==> config.mk <==
export PLATFORM = sky130hd
export DESIGN_NAME = gift_ark_ise
export DESIGN_NICKNAME = d
export VERILOG_FILES = /design/src/rtl/gift_ise_pkg.sv /design/src/rtl/gift_ark_core.sv /design/src/rtl/gift_ark_ise.sv
export SDC_FILE = /design/constraint.sdc
export NUM_CORES = 1
export LEC_CHECK = 0
export BUFFER_PORTS_ARGS = -buffer_cell sky130_fd_sc_hd__buf_2
export CAP_MARGIN = 20
export CORE_UTILIZATION = 35
export CTS_CLUSTER_SIZE = 14
export DETAILED_ROUTE_END_ITERATION = 10
export SYNTH_ARGS = -nofsm -noshare
export SYNTH_HDL_FRONTEND = slang
export SYNTH_SLANG_ARGS = --single-unit
==> constraint.sdc <==
create_clock -name clk -period 25.1 [get_ports clk]
set_clock_uncertainty 0.05 [all_clocks]
set_input_delay 0 -clock clk [delete_from_list [all_inputs] [get_ports clk]]
set_output_delay 0 -clock clk [all_outputs]
set_load 0.02 [all_outputs]
==> src/rtl/gift_ise_pkg.sv <==
`default_nettype none
// +--------------------------------------------------------------------------+
// | Package : gift_ise_pkg                                                   |
// | Purpose : Shared opcodes, FSM encoding and round-constant bit positions  |
// |           for the byte-serial GIFT-128 ISE blocks.                       |
// | Rev     : 1.0  initial release                                           |
// +--------------------------------------------------------------------------+
package gift_ise_pkg;

  // Opcodes carried on operand A during a CMD beat
  localparam logic [7:0] OP_KEY        = 8'h01;  // load 128-bit round key
  localparam logic [7:0] OP_ARK        = 8'h02;  // load state, add round key
  localparam logic [7:0] OP_RCRST      = 8'h03;  // clear round-constant LFSR
  localparam logic [7:0] OP_ERR_RESULT = 8'hFF;  // result for unknown opcode

  typedef enum logic [2:0] {
    ST_CMD     = 3'd0,
    ST_KLOAD   = 3'd1,
    ST_SLOAD   = 3'd2,
    ST_COMPUTE = 3'd3,
    ST_UNLOAD  = 3'd4
  } state_e;

  // Constant-addition bit positions. Entry 0 is the fixed bit 127; entries
  // 1..6 receive rc_next[0..5] respectively.
  localparam logic [6:0][6:0] CONST_BIT_IDX =
    {7'd23, 7'd19, 7'd15, 7'd11, 7'd7, 7'd3, 7'd127};

endpackage
`default_nettype wire

==> src/rtl/gift_ark_core.sv <==
`default_nettype none
// +--------------------------------------------------------------------------+
// | Module  : gift_ark_core                                                  |
// | Purpose : Combinational GIFT-128 AddRoundKey: key/constant addition,     |
// |           key-schedule step and round-constant LFSR step.                |
// | Ports   : i_state[127:0]   permuted cipher state                         |
// |           i_key[127:0]     current round key (k7..k0, 16-bit words)      |
// |           i_rc[5:0]        current round-constant LFSR value             |
// |           o_out[127:0]     state with round key and constant added       |
// |           o_key_next       key for the following round                   |
// |           o_rc_next[5:0]   LFSR value used this round and kept next      |
// | Rev     : 1.0  initial release                                           |
// +--------------------------------------------------------------------------+
module gift_ark_core
  import gift_ise_pkg::*;
(
  input  logic [127:0] i_state,
  input  logic [127:0] i_key,
  input  logic [5:0]   i_rc,
  output logic [127:0] o_out,
  output logic [127:0] o_key_next,
  output logic [5:0]   o_rc_next
);

  logic [127:0] w_out;
  logic [5:0]   w_rc_next;
  logic [15:0]  w_k1;
  logic [15:0]  w_k0;

  // The LFSR advances before use, so the first round after a clear uses 0x01.
  assign w_rc_next = {i_rc[4:0], i_rc[5] ^ i_rc[4] ^ 1'b1};

  always_comb begin
    w_out = i_state;
    // U = k5||k4 goes into bit 2 of each nibble, V = k1||k0 into bit 1.
    for (int i = 0; i < 32; i++) begin
      w_out[4*i+2] = w_out[4*i+2] ^ i_key[64+i];
      w_out[4*i+1] = w_out[4*i+1] ^ i_key[i];
    end
    w_out[CONST_BIT_IDX[0]] = ~w_out[CONST_BIT_IDX[0]];
    for (int k = 1; k < 7; k++) begin
      w_out[CONST_BIT_IDX[k]] = w_out[CONST_BIT_IDX[k]] ^ w_rc_next[k-1];
    end
  end

  assign w_k1 = i_key[31:16];
  assign w_k0 = i_key[15:0];

  // k7' = k1 >>> 2, k6' = k0 >>> 12, remaining words shift down by two.
  assign o_key_next = {w_k1[1:0], w_k1[15:2], w_k0[11:0], w_k0[15:12], i_key[127:32]};
  assign o_out      = w_out;
  assign o_rc_next  = w_rc_next;

endmodule
`default_nettype wire

==> src/rtl/gift_ark_ise.sv <==
`default_nettype none
// +--------------------------------------------------------------------------+
// | Module  : gift_ark_ise                                                   |
// | Purpose : Byte-serial GIFT-128 AddRoundKey instruction-set extension.    |
// |           Loads key or state two bytes per beat, adds round key and      |
// |           constant in one stall cycle, unloads the 16 result bytes.      |
// | Ports   : clk, rst        clock, async active-high reset                 |
// |           start           one handshake beat per asserted cycle          |
// |           a, b            operand bytes (a = opcode in CMD beat)         |
// |           sr / sr_out     status register pass-through                   |
// |           result          registered result byte                        |
// |           wait_req        stall request to the core                     |
// | Rev     : 1.0  initial release                                           |
// +--------------------------------------------------------------------------+
module gift_ark_ise
  import gift_ise_pkg::*;
#(
  parameter int NUM_BYTES = 16
) (
  input  logic       clk,
  input  logic       rst,
  input  logic       start,
  input  logic [7:0] a,
  input  logic [7:0] b,
  input  logic [7:0] sr,
  output logic [7:0] sr_out,
  output logic [7:0] result,
  output logic       wait_req
);

  localparam int BEAT_W = $clog2(NUM_BYTES / 2);
  localparam int U_W    = $clog2(NUM_BYTES);
  localparam logic [BEAT_W-1:0] LAST_BEAT = BEAT_W'(NUM_BYTES / 2 - 1);
  localparam logic [U_W-1:0]    U_FIRST   = U_W'(NUM_BYTES - 1);

  state_e              state_q, state_d;
  logic [BEAT_W-1:0]   beat_q, beat_d;
  logic [U_W-1:0]      u_q, u_d;
  logic [127:0]        key_q, key_d;
  logic [127:0]        sreg_q, sreg_d;
  logic [127:0]        out_q, out_d;
  logic [5:0]          rc_q, rc_d;
  logic [7:0]          result_q, result_d;
  logic                wait_q, wait_d;

  logic [127:0]        w_core_out;
  logic [127:0]        w_core_key_next;
  logic [5:0]          w_core_rc_next;
  logic [U_W-1:0]      w_u_dec;
  logic                w_last_sload;

  gift_ark_core u_core (
    .i_state    (sreg_q),
    .i_key      (key_q),
    .i_rc       (rc_q),
    .o_out      (w_core_out),
    .o_key_next (w_core_key_next),
    .o_rc_next  (w_core_rc_next)
  );

  assign w_u_dec      = u_q - 1'b1;
  assign w_last_sload = (state_q == ST_SLOAD) && start && (beat_q == LAST_BEAT);

  // State register
  always_ff @(posedge clk or posedge rst) begin
    if (rst) begin
      state_q  <= ST_CMD;
      beat_q   <= '0;
      u_q      <= '0;
      key_q    <= '0;
      sreg_q   <= '0;
      out_q    <= '0;
      rc_q     <= '0;
      result_q <= 8'h00;
      wait_q   <= 1'b0;
    end else begin
      state_q  <= state_d;
      beat_q   <= beat_d;
      u_q      <= u_d;
      key_q    <= key_d;
      sreg_q   <= sreg_d;
      out_q    <= out_d;
      rc_q     <= rc_d;
      result_q <= result_d;
      wait_q   <= wait_d;
    end
  end

  // Next-state logic
  always_comb begin
    state_d = state_q;
    unique case (state_q)
      ST_CMD: begin
        if (start && (a == OP_KEY)) state_d = ST_KLOAD;
        if (start && (a == OP_ARK)) state_d = ST_SLOAD;
      end
      ST_KLOAD:   if (start && (beat_q == LAST_BEAT)) state_d = ST_CMD;
      ST_SLOAD:   if (w_last_sload) state_d = ST_COMPUTE;
      ST_COMPUTE: state_d = ST_UNLOAD;
      ST_UNLOAD:  if (start && (u_q == U_W'(1))) state_d = ST_CMD;
      default:    state_d = ST_CMD;
    endcase
  end

  // Datapath and output register updates
  always_comb begin
    beat_d   = beat_q;
    u_d      = u_q;
    key_d    = key_q;
    sreg_d   = sreg_q;
    out_d    = out_q;
    rc_d     = rc_q;
    result_d = result_q;
    // Registered half of the stall: covers the COMPUTE cycle.
    wait_d   = w_last_sload;
    unique case (state_q)
      ST_CMD: begin
        if (start) begin
          beat_d = '0;
          unique case (a)
            OP_KEY, OP_ARK: result_d = 8'h00;
            OP_RCRST: begin
              result_d = 8'h00;
              rc_d     = 6'b0;
            end
            default: result_d = OP_ERR_RESULT;
          endcase
        end
      end
      ST_KLOAD: begin
        if (start) begin
          key_d[16*beat_q +: 16] = {b, a};
          beat_d = beat_q + 1'b1;
        end
      end
      ST_SLOAD: begin
        if (start) begin
          sreg_d[16*beat_q +: 16] = {b, a};
          beat_d = beat_q + 1'b1;
        end
      end
      ST_COMPUTE: begin
        out_d    = w_core_out;
        result_d = w_core_out[127:120];
        rc_d     = w_core_rc_next;
        key_d    = w_core_key_next;
        u_d      = U_FIRST;
      end
      ST_UNLOAD: begin
        if (start) begin
          result_d = out_q[8*w_u_dec +: 8];
          u_d      = w_u_dec;
        end
      end
      default: ;
    endcase
  end

  // Outputs: the last SLOAD beat stalls combinationally, COMPUTE via wait_q.
  assign wait_req = wait_q | w_last_sload;
  assign result   = result_q;
  assign sr_out   = sr;

endmodule
`default_nettype wire

==> impl.org, run 1 <==
** Worst setup path
- For this design, the slowest cell found on the critical path is and3_1.
- The worst register-to-register path ends at key_q[87]$_DFFE_PP0P_.
- The most critical setup path has its startpoint at state_q[1]$_DFFE_PP0P_.
- R2R Path Start :: state_q[1]$_DFFE_PP0P_
- Most frequent CP cell :: buf_4
- Worst setup SP type :: register
- Worst path cell trace :: nand3b_1 > buf_4 > buf_4 > buf_16 > and3_1 > a32oi_1 > a21oi_1
- The worst setup path is captured at a register.
- The cell family contributing the most delay on the critical path is buffers and inverters.
- Crit Path Category :: reg -> reg
- Crit-path max FO :: 96
- Crit path arrival time :: 4.41 ns
- For this run, the slowest stage of the critical path takes 0.87 ns.
- Count of buffer and inverter cells on the critical path :: 3
- The number of cells on the worst reg-to-reg path is 7.
- Data required, critical path :: 25.57 ns
- Internal reg-to-reg setup slack :: 21.16 ns

** Power
- Sequential power share :: 48.1%
- Summed over all cells, the static leakage comes to 8.95 nW.
- Total power :: 1.61 mW
- Net load switching power :: 0.445 mW
- VDD sags by at most 0.0583 mV.
- Per report_power, the combinational group accounts for 11.9% of the total.
- The internal portion of the total power is 1.17 mW.
- Switching share of power :: 27.6%
- The share of total power dissipated in the clock network is 40.0%.
- Dividing total power by cell area gives a power density of 77.7 nW/µm².

** Synthesis
- For this run, the number of Yosys warnings is 0.
- The biggest area contributor in the post-synthesis netlist is dfrtp_1.
- By area, the combinational part of the netlist is dominated by compound AO/OA/AOI/OAI gates.
- In this run, synthesis produced a sequential element count of 409.
- The top cell type by area accounts for 55.5% of the synthesized area.
- In this run, synthesis inferred 0 flip-flops with an integrated enable.
- Sequential elements use 55.5% of the synthesized area.
- Multiplexer area fraction after synthesis :: 6.20%
- Among all flip-flop cells after synthesis, the most frequent one is dfrtp_1.
- After Yosys synthesis, full adders, half adders and majority gates account for 0.611% of the synthesized area.
- Synthesis produced a netlist with a net count of 1902.
- Synthesized area per cell :: 9.88 µm²
- In this run, distinct cell masters in the synthesized netlist total 61.
- Asr flop ratio synth :: 100%
- Synth Area in Compound Gates :: 15.4%
- Synthesis produced 1866 cells.
- Summing every instance area after synthesis gives 18400 µm².
- Among all cell types in the netlist, the one instantiated most often is nand2_1.
- By area the synthesized netlist is led by dfrtp_1, nand2_1, a21oi_1.
- Summing the areas of all and, or, nand and nor instances in the mapped netlist gives 14.9% of the synthesized area.
- Most frequent cells after synthesis :: nand2_1, dfrtp_1, nor2_1
- Summing the areas of all xor and xnor instances in the mapped netlist gives 3.65% of the synthesized area.

** STA
- Adding up every negative setup slack in the final design gives 0 ns.
- For the pin with the worst max-slew slack, the measured transition is 1.07 ns.
- Derived from the worst setup path, the maximum achievable clock frequency is 254 MHz.
- Max-slew violation count :: 0
- Unrepaired setup endpoints after global routing :: no
- Worst slew margin relative to its limit :: 28.9%
- Number of failing hold endpoints at the final stage :: 0
- Final setup fails :: 0
- The final critical path takes up 15.7% of the cycle.
- For the finished layout, the period the worst path requires is 3.94 ns.

** Clock tree
- TritonCTS buffer count :: 43
- Root buffer cell :: clkbuf_16
- Clock-pin slew reported for the worst setup and hold paths after clock tree synthesis :: 0.06 ns
- TritonCTS built the clock tree.
- Maximum clock insertion buffer count :: 3
- Clock sink count :: 409
- Insertion delay to the later sink of the worst-skew pair :: 0.60 ns
- Once the clock tree was built, the resizer swapped 0 gates to a different size.
- H-Tree Level Count :: 2

** Placed design
- The count of buffers added on input and output ports is 27.
- Number of placed cells counting well taps :: 2446
- Placer Congestion :: 0.863
- The wire-length estimate of the detail-placed layout is 34.6 mm.
- Area post-placement :: 19000 µm²

** Drt
- The detail route stage leaves a number of antenna-violating nets equal to 0.
- Routed metal-1 wire length :: 24.8 mm
- Summed over all nets, wire length on met3 after detailed routing comes to 3.51 mm.
- In the final routed layout, each cell accounts on average for 21.7 µm.
- Initial DRC Count :: 1377
- Number of search-and-repair iterations in the first detailed-routing pass :: 5
- Wires add up to 55.2 mm.
- After detailed routing, the number of remaining DRC violations is 0.
- The final route contains 14213 vias.
- Detailed routing placed a total of 25.4 mm of wire on met2.
- Using the TritonRoute via totals, the vias-per-cell ratio works out to 5.58.
- In this run the top signal layer used is met5.

** Layout
- The repair_antennas step left the layout with diodes totalling 0.
- Ratio of cells with drive above 1 in the final layout :: 9.95%
- Area of all placed cells without fillers :: 20700 µm²
- Layout filler cell count :: 5104
- Growth of design area from synthesis to finish :: 12.5%
- The net count of the finished layout is 1876.
- For this run, the number of standard cells in the final layout without fillers is 2549.

** Die
- Die span in x :: 232 µm
- Die Ht :: 232 µm
- Core area :: 51700 µm²
- In this run the core area contains 83 standard-cell rows.
- Die footprint :: 53600 µm²
- The initial utilization of the core area, before any placement, comes to 35.6%.
- In this run the count of I/O pins placed on the die edge is 44.

** Run status
- The run finished with clean final reports.

** Global routing
- Global routing consumed, over all layers together, 21.1% of the routing resources.
- Global routing finished with a remaining overflow of 0.
- Number of antenna violations at the first check in global routing :: 1
- Global-route wire length before repair :: 86.0 mm
- Maximum number of pins on one net before global-route repair :: 137
- The via count of the first global-routing pass is 13782.

** Worst hold path
- Worst hold path type :: in -> async

** Flow run
- Max-cap violations in this run came to 0.
[power by group through the flow]
stage | clock (mW) | combinational [mW] | sequential (mW)
finish | 0.644 | 0.192 | 0.775
global route | 0.681 | 0.212 | 0.782
CTS | 0.657 | 0.191 | 0.774
detailed placement | 0 | 0.187 | 0.785
global placement | 0 | 0.183 | 0.784
floorplan | 0 | 0.139 | 0.764
[per-stage QoR]
stage / setup slack (ns) / util (%) / hold WS (ns)
2_1_floorplan: 13.67 / - / 0.0626
3_3_place_gp: 21.03 / 36.8 / -0.0499
3_5_place_dp: 20.95 / 36.8 / -0.0499
4_1_cts: 20.99 / 40.0 / 0.210
5_1_grt: 20.91 / 40.1 / 0.236
6_report: 21.16 / 40.1 / 0.165
[placed cells by master (no fill, tap or decap), types with 27 or more instances in the layout]
| cell | instances |
|---|---|
| dlygate4sd3_1 | 27 |
| a22oi_1 | 46 |
| o21ai_0 | 110 |
| xnor2_1 | 68 |
| mux4_2 | 29 |
| a21oi_1 | 138 |
| nand2_1 | 431 |
| dfrtp_1 | 409 |
| buf_4 | 29 |
| clkbuf_16 | 44 |
| o21ai_1 | 39 |
| a32oi_1 | 60 |
| nor2_1 | 163 |
| buf_2 | 27 |
[worst min-delay path, cell delays in order]
cell and delay (ns):
dlygate4sd3_1 0.53, buf_2 0.15, inv_8 0.61
[sequential cells by signal, indices dropped and copies added (netlist names)]
| register | cells |
|---|---|
| wait_q | 1 |
| key_q | 128 |
| beat_q | 3 |
| rc_q | 6 |
| out_q | 128 |
| state_q | 3 |
| sreg_q | 128 |
| u_q | 4 |
| result | 8 |
[metal layers]
layer	vias up	global-route usage, %
met3	90	3.27
met4	2	7.00
met1	7176	30.2
met5	-	0
met2	544	32.5
li1	6401	-
[how the worst max path moves through the flow]
stage | to | slack, ns | cells after the start
2_1_floorplan | beat_q[0]$_DFFE_PP0P_ | 13.67 | 1
3_3_place_gp | key_q[93]$_DFFE_PP0P_ | 21.03 | 6
3_5_place_dp | key_q[62]$_DFFE_PP0P_ | 20.95 | 6
4_1_cts | key_q[100]$_DFFE_PP0P_ | 20.99 | 6
5_1_grt | key_q[87]$_DFFE_PP0P_ | 20.91 | 7
6_report | key_q[87]$_DFFE_PP0P_ | 21.16 | 7
[area by class of cell]
cell class                 count  area (µm²)  share of cell area [%]
multi-input combinational   1293        7540                    36.4
timing repair buffer          85         678                    3.27
clock inverter                12         150                   0.724
inverter                       8        37.5                   0.181
tap                          680         851                    4.10
sequential                   409       10200                    49.4
clock buffer                  62        1240                    5.97
[kinds of logic (layout without fill, tap and decap cells)]
family	count (synthesis)	after routing
adders and majority gates	9	9
buffers and inverters	164	167
and+or+nand+nor	680	680
xor gates and xnor gates	76	76
DFF	409	409
muxes	70	70
AOI/OAI and AO/OA	458	458
[what timing repair did]
action,CTS,global route
hold endpoints to repair,328,0
endpoints found under the setup margin,0,0
setup buffers,0,0
hold buffers,27,0
Power figures use the tool's default switching activity.
==> inputs of run 2 (changes only) <==
==> constraint.sdc (replaced) <==
create_clock -name clk -period 3.7 [get_ports clk]
set_clock_uncertainty 0.05 [all_clocks]
set_input_delay 0 -clock clk [delete_from_list [all_inputs] [get_ports clk]]
set_output_delay 0 -clock clk [all_outputs]
set_load 0.02 [all_outputs]
==> run 2 against run 1 <==
Critical path depth rose by 1. Count of clock-buffer cells in the layout up 6. Register-to-register slack worse by 20 ns. Die area stayed put. Design area grew 0.93%. Combinational power grew to 6.9 times the previous value. Routed wire length grew 0.47%. Via count shrank 1.1%. First-iteration DRC count is 4.1% lower. Critical path type unchanged.
==> impl.org, run 2 (synthesis results as in run 1) <==
** Worst setup path
- The number of buffer and inverter stages on the critical path came to 2 (-1).
- STA classifies the critical path startpoint as a register.
- Internal reg-to-reg setup slack :: 0.68 ns (-20.48 ns)
- The most critical setup path has its startpoint at beat_q[0]$_DFFE_PP0P_.
- In this run the worst setup path terminates at key_q[46]$_DFFE_PP0P_.
- Stages on worst setup path :: 8 (+1)
- The highest cell delay on the worst timing path is 0.58 ns (-0.29 ns).
- The cell that appears most often on the critical path is ha_1.
- The critical path goes through inv_2 > ha_1 > ha_1 > o31a_1 > and3_1 > buf_4 > a32oi_1 > a21oi_1.
- Cell at the slowest stage of the critical path :: dfrtp_1
- The required time of the critical path was 4.15 ns (-21.42 ns).
- The worst register-to-register path ends at key_q[46]$_DFFE_PP0P_.
- The setup path with the least slack is of type reg -> reg.
- The cell depth of the worst flop-to-flop path came to 8 (+1).
- Crit-path max FO :: 12 (-88%)
- The worst register-to-register path begins at beat_q[0]$_DFFE_PP0P_.
- Cell type group with the largest total delay on the critical path :: compound AO/OA/AOI/OAI gates
- Crit path arrival time :: 3.47 ns (-0.94 ns)
- The worst setup path is captured at a register.

** Layout
- Most frequent standard cell in the layout excluding fill and tap cells :: nand2_1
- The count of fill cells added during filler insertion came to 5081 (-0.45%).
- The largest registers in the layout are key_q (128), out_q (128), sreg_q (128).
- The final net count was 1897 (+1.1%).
- The count of inserted antenna diode cells was 0 (unchanged).
- Top library cells by usage in the layout, fill and taps aside :: nand2_1, dfrtp_1, nor2_1
- Compared with the post-synthesis result, the final layout area differs by 13.5%.
- The fraction of final layout cells with drive strength greater than 1 came to 10.9% (+0.94 points).

** Drt
- The total number of vias was 14063 (-1.1%).
- Antenna violation net count after detailed routing :: 0 (unchanged)
- The final routed DRC violation total is 0 (unchanged).
- The average via count per standard cell is 5.47 (-1.9%).
- Initial DRC Count :: 1321 (-4.1%)
- Aggregate routed wire length :: 55.5 mm (+0.47%)
- Average routed wire per standard cell :: 21.6 µm (-0.39%)
- The number of optimization iterations in the first detailed-route pass was 5 (unchanged).

** Worst hold path
- The path class of the tightest hold or removal check is in -> reg.

** Die
- The total number of placement rows was 83 (unchanged).
- Effective utilization at floorplan :: 35.6% (unchanged)
- Die span in x :: 232 µm (unchanged)
- The overall die height was 232 µm (unchanged).
- The top-level I/O count was 44 (unchanged).
- Die footprint :: 53600 µm² (unchanged)
- The core area came to 51700 µm² (unchanged).

** Clock tree
- The number of buffers inserted during clock tree synthesis was 45 (+4.7%).
- TritonCTS clock tree :: done
- The number of clock sinks is 409 (unchanged).
- The level count of the clock H-tree was 2 (unchanged).
- The clock transition time at the flip-flop clock pins of the worst setup and hold paths is 0.06 ns (about the same).
- The post-cts repair resize count is 0 (unchanged).
- Insertion delay to the later sink of the worst-skew pair :: 0.58 ns (-0.02 ns)
- Root buffer cell :: clkbuf_16
- Maximum clock insertion buffer count :: 3 (unchanged)

** Global routing
- Via count of the first global-routing pass :: 14077 (+2.1%)
- The maximum number of pins on one net before global-route repair is 113 (-18%).
- The combined global-route utilization of all metal layers came to 21.1% (+0.038 points).
- The overflow left after global routing is 0 (unchanged).
- The number of antenna violations at the first check in global routing was 0 (-1).
- The first-pass GRT wire length came to 86.1 mm (about the same).

** Placed design
- Placer Congestion :: 0.861 (-0.24%)
- Post-Place Worst Slack :: 0.783 ns (-20.16 ns)
- PortBufs :: 27 (unchanged)
- HPWL Detailed :: 35.8 mm (+3.6%)

** Power
- The worst ir drop on vdd was 0.422 mV (+620%).
- Total power :: 11.0 mW (+580%)
- The power density over cell area is 523 nW/µm² (+570%).
- Pleak :: 9.06 nW (+1.2%)

** STA
- The slew at the pin closest to its max-slew limit was 0.815 ns (-0.252 ns).
- Worst slew margin relative to its limit :: 45.7% (+17 points)
- Unrepaired setup endpoints after global routing :: no
- The final worst setup slack came to 0.680 ns (-20.48 ns).
- The final-report setup violation count was 0 (unchanged).
- The highest attainable clock frequency was 331 MHz (+30%).
- The final critical-path share of the clock period came to 81.6% (+66 points).
- Number of failing hold endpoints at the final stage :: 0 (unchanged)
- Max-slew violation count :: 0 (unchanged)
- The clock period minus final worst setup slack is 3.02 ns (-0.918 ns).

** Run status
- Outcome :: finished, final reports clean

** Flow run
- The reported max-cap violation count is 0 (unchanged).
==> run 2: area by class of cell <==
class / instances / area [µm²] / share of cell area, %
clock buffers: 68 / 1340 / 6.42
well taps: 680 / 851 / 4.07
inverters: 8 / 33.8 / 0.161
repair buffers: 104 / 846 / 4.04
clock inverters: 9 / 81.3 / 0.389
multi-input cells: 1293 / 7540 / 36.0
flip-flops and latches: 409 / 10200 / 48.9
==> run 2: how the worst min path moves through the flow <==
stage           from                      to  slack, ns  cells after the start
2_1_floorplan  sr[0]               sr_out[0]       0.06                      1
3_3_place_gp   sr[3]               sr_out[3]      -0.05                      0
3_5_place_dp   sr[3]               sr_out[3]      -0.05                      0
4_1_cts         b[2]  sreg_q[10]$_DFFE_PP0P_       0.24                      3
5_1_grt         b[2]  sreg_q[10]$_DFFE_PP0P_       0.26                      3
6_report        b[2]  sreg_q[10]$_DFFE_PP0P_       0.26                      3
==> run 2: layer usage <==
metal | part of all wire, % | GRT usage [%] | vias to the layer above
met4 | 2.7 | 6.44 | 0
li1 | - | - | 6446
met3 | 8.1 | 4.56 | 98
met1 | 43 | 28.9 | 6968
met5 | 0 | 0 | -
met2 | 46 | 33.5 | 551
==> run 2: timing repair <==
action / 4_1_cts / 5_1_grt
hold buffers: 28 / 0
buffers inserted: 0 / 0
hold endpoints to repair: 563 / 0
==> run 2: worst reg2reg max path, delay by kind of cell (launching register included) <==
family                     cells  cell delay, ns
adders and majority gates      2            0.60
and+or+nand+nor                1            0.57
AOI/OAI and AO/OA              3            0.72
DFF                            1            0.58
buffers and inverters          2            0.42
==> run 2: power breakdown <==
part | internal (mW) | switching, mW | total (mW)
Sequential | 4.86 | 0.386 | 5.25
Combinational | 0.539 | 0.789 | 1.33
Clock | 2.56 | 1.81 | 4.37
Total | 7.96 | 2.99 | 11.0
==> run 2: per-stage QoR <==
step	instances	setup TNS (ns)	hold WS (ns)	area [µm²]	utilization (%)
5_1_grt	2571	0	0.259	20900	40.5
2_1_floorplan	1866	-761.41	0.0626	18400	-
3_3_place_gp	2466	0	-0.0499	19200	37.2
3_5_place_dp	2466	0	-0.0499	19200	37.2
6_report	2571	0	0.259	20900	40.5
4_1_cts	2571	0	0.237	20900	40.5
==> inputs of run 3 (changes only) <==
==> constraint.sdc (replaced) <==
create_clock -name clk -period 2.8 [get_ports clk]
set_clock_uncertainty 0.05 [all_clocks]
set_input_delay 0 -clock clk [delete_from_list [all_inputs] [get_ports clk]]
set_output_delay 0 -clock clk [all_outputs]
set_load 0.02 [all_outputs]
==> run 3 against run 2 <==
Combinational power increased by 32%. Design area increased by 0.60%. Die area unchanged. Critical path depth decreased by 1. Clock power increased by 34%. Total power increased by 33%. Non-clock buffer count increased by 8. Setup slack got worse by 0.54 ns. Register-to-register slack got worse by 0.54 ns. Sequential share of layout area decreased by 0.29 points. Hold slack got worse by 0.21 ns.
==> impl.org, run 3 (synthesis results as in run 1) <==
** Run status
- Outcome :: finished, final reports clean

** Placed design
- Post-Place Worst Slack :: 0.176 ns (-0.607 ns)
- The count of input and output buffers came to 27 (unchanged).
- The total cell area at the placement stage was 19300 µm² (+0.56%).
- The final HPWL from detailed placement is 35.7 mm (-0.31%).
- The number of placed instances with taps included came to 2475 (+0.36%).
- Placer Congestion :: 0.968 (+12%)

** Clock tree
- The clock latency of the later-clocked register in the worst-skew pair was 0.56 ns (-0.02 ns).
- TritonCTS clock tree :: done
- Maximum clock insertion buffer count :: 3 (unchanged)
- Post-CTS Resized :: 0 (unchanged)
- The clock transition time at the flip-flop clock pins of the worst setup and hold paths came to 0.06 ns (about the same).
- Clock sink count :: 409 (unchanged)
- H-Tree Level Count :: 2 (unchanged)
- TritonCTS buffer count :: 44 (-2.2%)
- Root buffer cell :: clkbuf_16

** Worst setup path
- Worst setup SP type :: register
- Crit-path max FO :: 17 (+5)
- In this run the critical register-to-register path is captured at sreg_q[2]$_DFFE_PP0P_.
- Maximum cell stage delay along the critical path :: 0.47 ns (-0.11 ns)
- Crit path arrival time :: 3.03 ns (-0.44 ns)
- The setup slack of the most critical reg-to-reg path is 0.14 ns (-0.54 ns).
- Cell type group with the largest total delay on the critical path :: simple AND/OR/NAND/NOR gates
- The required time of the critical path is 3.17 ns (-0.98 ns).
- Most frequent CP cell :: ha_1
- Stages on worst setup path :: 7 (-1)
- Count of buffer and inverter cells on the critical path :: 1 (-1)
- The worst setup path is captured at a register.
- Crit Path Category :: reg -> reg
- Worst Reg-to-Reg Cells :: 7 (-1)
- For this design, the slowest cell found on the critical path is dfrtp_1.
- Worst path cell trace :: inv_1 > ha_1 > ha_1 > nor4b_1 > and2_1 > nand2_2 > mux2_1
- In this run the critical register-to-register path is launched from beat_q[1]$_DFFE_PP0P_.

** Layout
- The fraction of final layout cells with drive strength greater than 1 was 11.5% (+0.63 points).
- From synthesis to final layout, the design area changed by 14.2%.
- Total number of nets in the final design :: 1904 (+0.37%)
- Area of all placed cells without fillers :: 21100 µm² (+0.60%)
- In the layout the commonest cells are nand2_1, dfrtp_1, nor2_1.
- The share of the core filled with cells was 40.7% (+0.24 points).
- Most frequent standard cell in the layout excluding fill and tap cells :: nand2_1
- Registers with the highest flip-flop counts :: key_q (128), out_q (128), sreg_q (128)
- Sequential cell area :: 10200 µm² (unchanged)
- The area taken by multi-input logic gates came to 7560 µm² (+0.32%).
- Final non-filler cell total :: 2581 (+0.39%)
- The count of fill cells added during filler insertion was 5056 (-0.49%).
- The count of inserted antenna diode cells is 0 (unchanged).

** Die
- Effective utilization at floorplan :: 35.6% (unchanged)
- Die Ht :: 232 µm (unchanged)
- Die span in x :: 232 µm (unchanged)
- Number of core rows :: 83 (unchanged)
- The floorplan die area was 53600 µm² (unchanged).
- The core area is 51700 µm² (unchanged).
- Total I/O pin count :: 44 (unchanged)

** Power
- The total power is 14.6 mW (+33%).
- Power per cell area :: 691 nW/µm² (+32%)
- Max rail drop VDD :: 0.510 mV (+21%)
- The total leakage power is 9.11 nW (+0.60%).

** Drt
- The average via count per standard cell was 5.47 (about the same).
- Average routed wire per standard cell :: 21.1 µm (-2.1%)
- Aggregate routed wire length :: 54.5 mm (-1.7%)
- Number of vias in the routed layout :: 14117 (+0.38%)
- The count of nets left with antenna violations after detail routing is 0 (unchanged).
- The violation count after the first detailed-route iteration came to 1541 (+17%).
- Number of search-and-repair iterations in the first detailed-routing pass :: 6 (+1)
- DRC violation count after routing :: 0 (unchanged)

** Global routing
- Aggregate global routing overflow :: 0 (unchanged)
- Maximum number of pins on one net before global-route repair :: 129 (+14%)
- The via count of the first global-routing pass is 13795 (-2.0%).
- Global-route wire length before repair :: 84.5 mm (-1.9%)
- The number of antenna violations at the first check in global routing is 1 (+1).
- GRT Util Overall :: 20.6% (-0.52 points)

** Flow run
- The reported max-cap violation count is 0 (unchanged).

** STA
- The clock period minus final worst setup slack is 2.66 ns (-0.363 ns).
- Setup repair after global routing left no endpoint under its margin.
- Share of the clock period used by the worst path after layout :: 94.9% (+13 points)
- Setup slack after layout :: 0.142 ns (-0.537 ns)
- Final setup fails :: 0 (unchanged)
- Number of failing hold endpoints at the final stage :: 0 (unchanged)
- Peak Freq :: 376 MHz (+14%)
- Transition time at the pin with the least slew margin :: 0.889 ns (+0.0744 ns)
- Final sum of negative setup slack :: 0 ns (unchanged)
- The remaining max-slew budget at the tightest pin was 40.2% (-5.5 points).
- The number of pins with negative max-slew slack in the final report came to 0 (unchanged).
- The worst hold slack after final layout was 0.0445 ns (-0.214 ns).

** Worst hold path
- Worst hold path type :: in -> async
[run 3: cell types whose count changed in the layout (fill, tap and decap cells not counted), moves of 2 or more]
cell       before  now
inv_6           3    0
bufinv_16       1    3
clkinv_2        5   12
clkbuf_8       13    7
buf_4          44   52
[run 3: worst max-delay path by stage]
stage                                   endpoint             startpoint  slack [ns]
after global routing       sreg_q[1]$_DFFE_PP0P_  beat_q[1]$_DFFE_PP0P_       0.006
after CTS                 sreg_q[13]$_DFFE_PP0P_  beat_q[1]$_DFFE_PP0P_        0.16
after detailed placement  sreg_q[12]$_DFFE_PP0P_  beat_q[1]$_DFFE_PP0P_        0.18
final                      sreg_q[2]$_DFFE_PP0P_  beat_q[1]$_DFFE_PP0P_        0.14
after floorplan            beat_q[0]$_DFFE_PP0P_                    rst       -2.76
after global placement     sreg_q[8]$_DFFE_PP0P_  beat_q[1]$_DFFE_PP0P_        0.23
[run 3: power breakdown]
| part | internal, mW | switching [mW] | total (mW) |
|---|---|---|---|
| logic | 0.720 | 1.04 | 1.76 |
| registers | 6.43 | 0.519 | 6.94 |
| clock network | 3.47 | 2.38 | 5.85 |
| total | 10.6 | 3.94 | 14.6 |
[run 3: repair_timing]
| action | 4_1_cts | 5_1_grt |
|---|---|---|
| buffers inserted | 0 | 0 |
| hold buffers | 27 | 0 |
| setup endpoints to repair | 0 | 0 |
| endpoints found under the hold margin | 222 | 0 |
[run 3: metal layers]
| layer | track usage [%] | up-vias | share of wire (%) |
|---|---|---|---|
| li1 | - | 6462 | - |
| met1 | 29.1 | 7025 | 44 |
| met2 | 32.3 | 552 | 47 |
| met3 | 3.69 | 78 | 7.3 |
| met4 | 5.90 | 0 | 2.4 |
| met5 | 0 | - | 0 |
[run 3: worst min-delay path: cells and delay by family]
kind,cells,cell delay (ns)
buf+inv,3,1.07
[run 3: final cells by class]
class,count,share of cell area [%]
clock buffers,63,6.10
clock inverters,16,0.791
inverters,8,0.178
multi-input cells,1293,35.9
flip-flops and latches,409,48.6
well taps,680,4.04
repair buffers,112,4.35
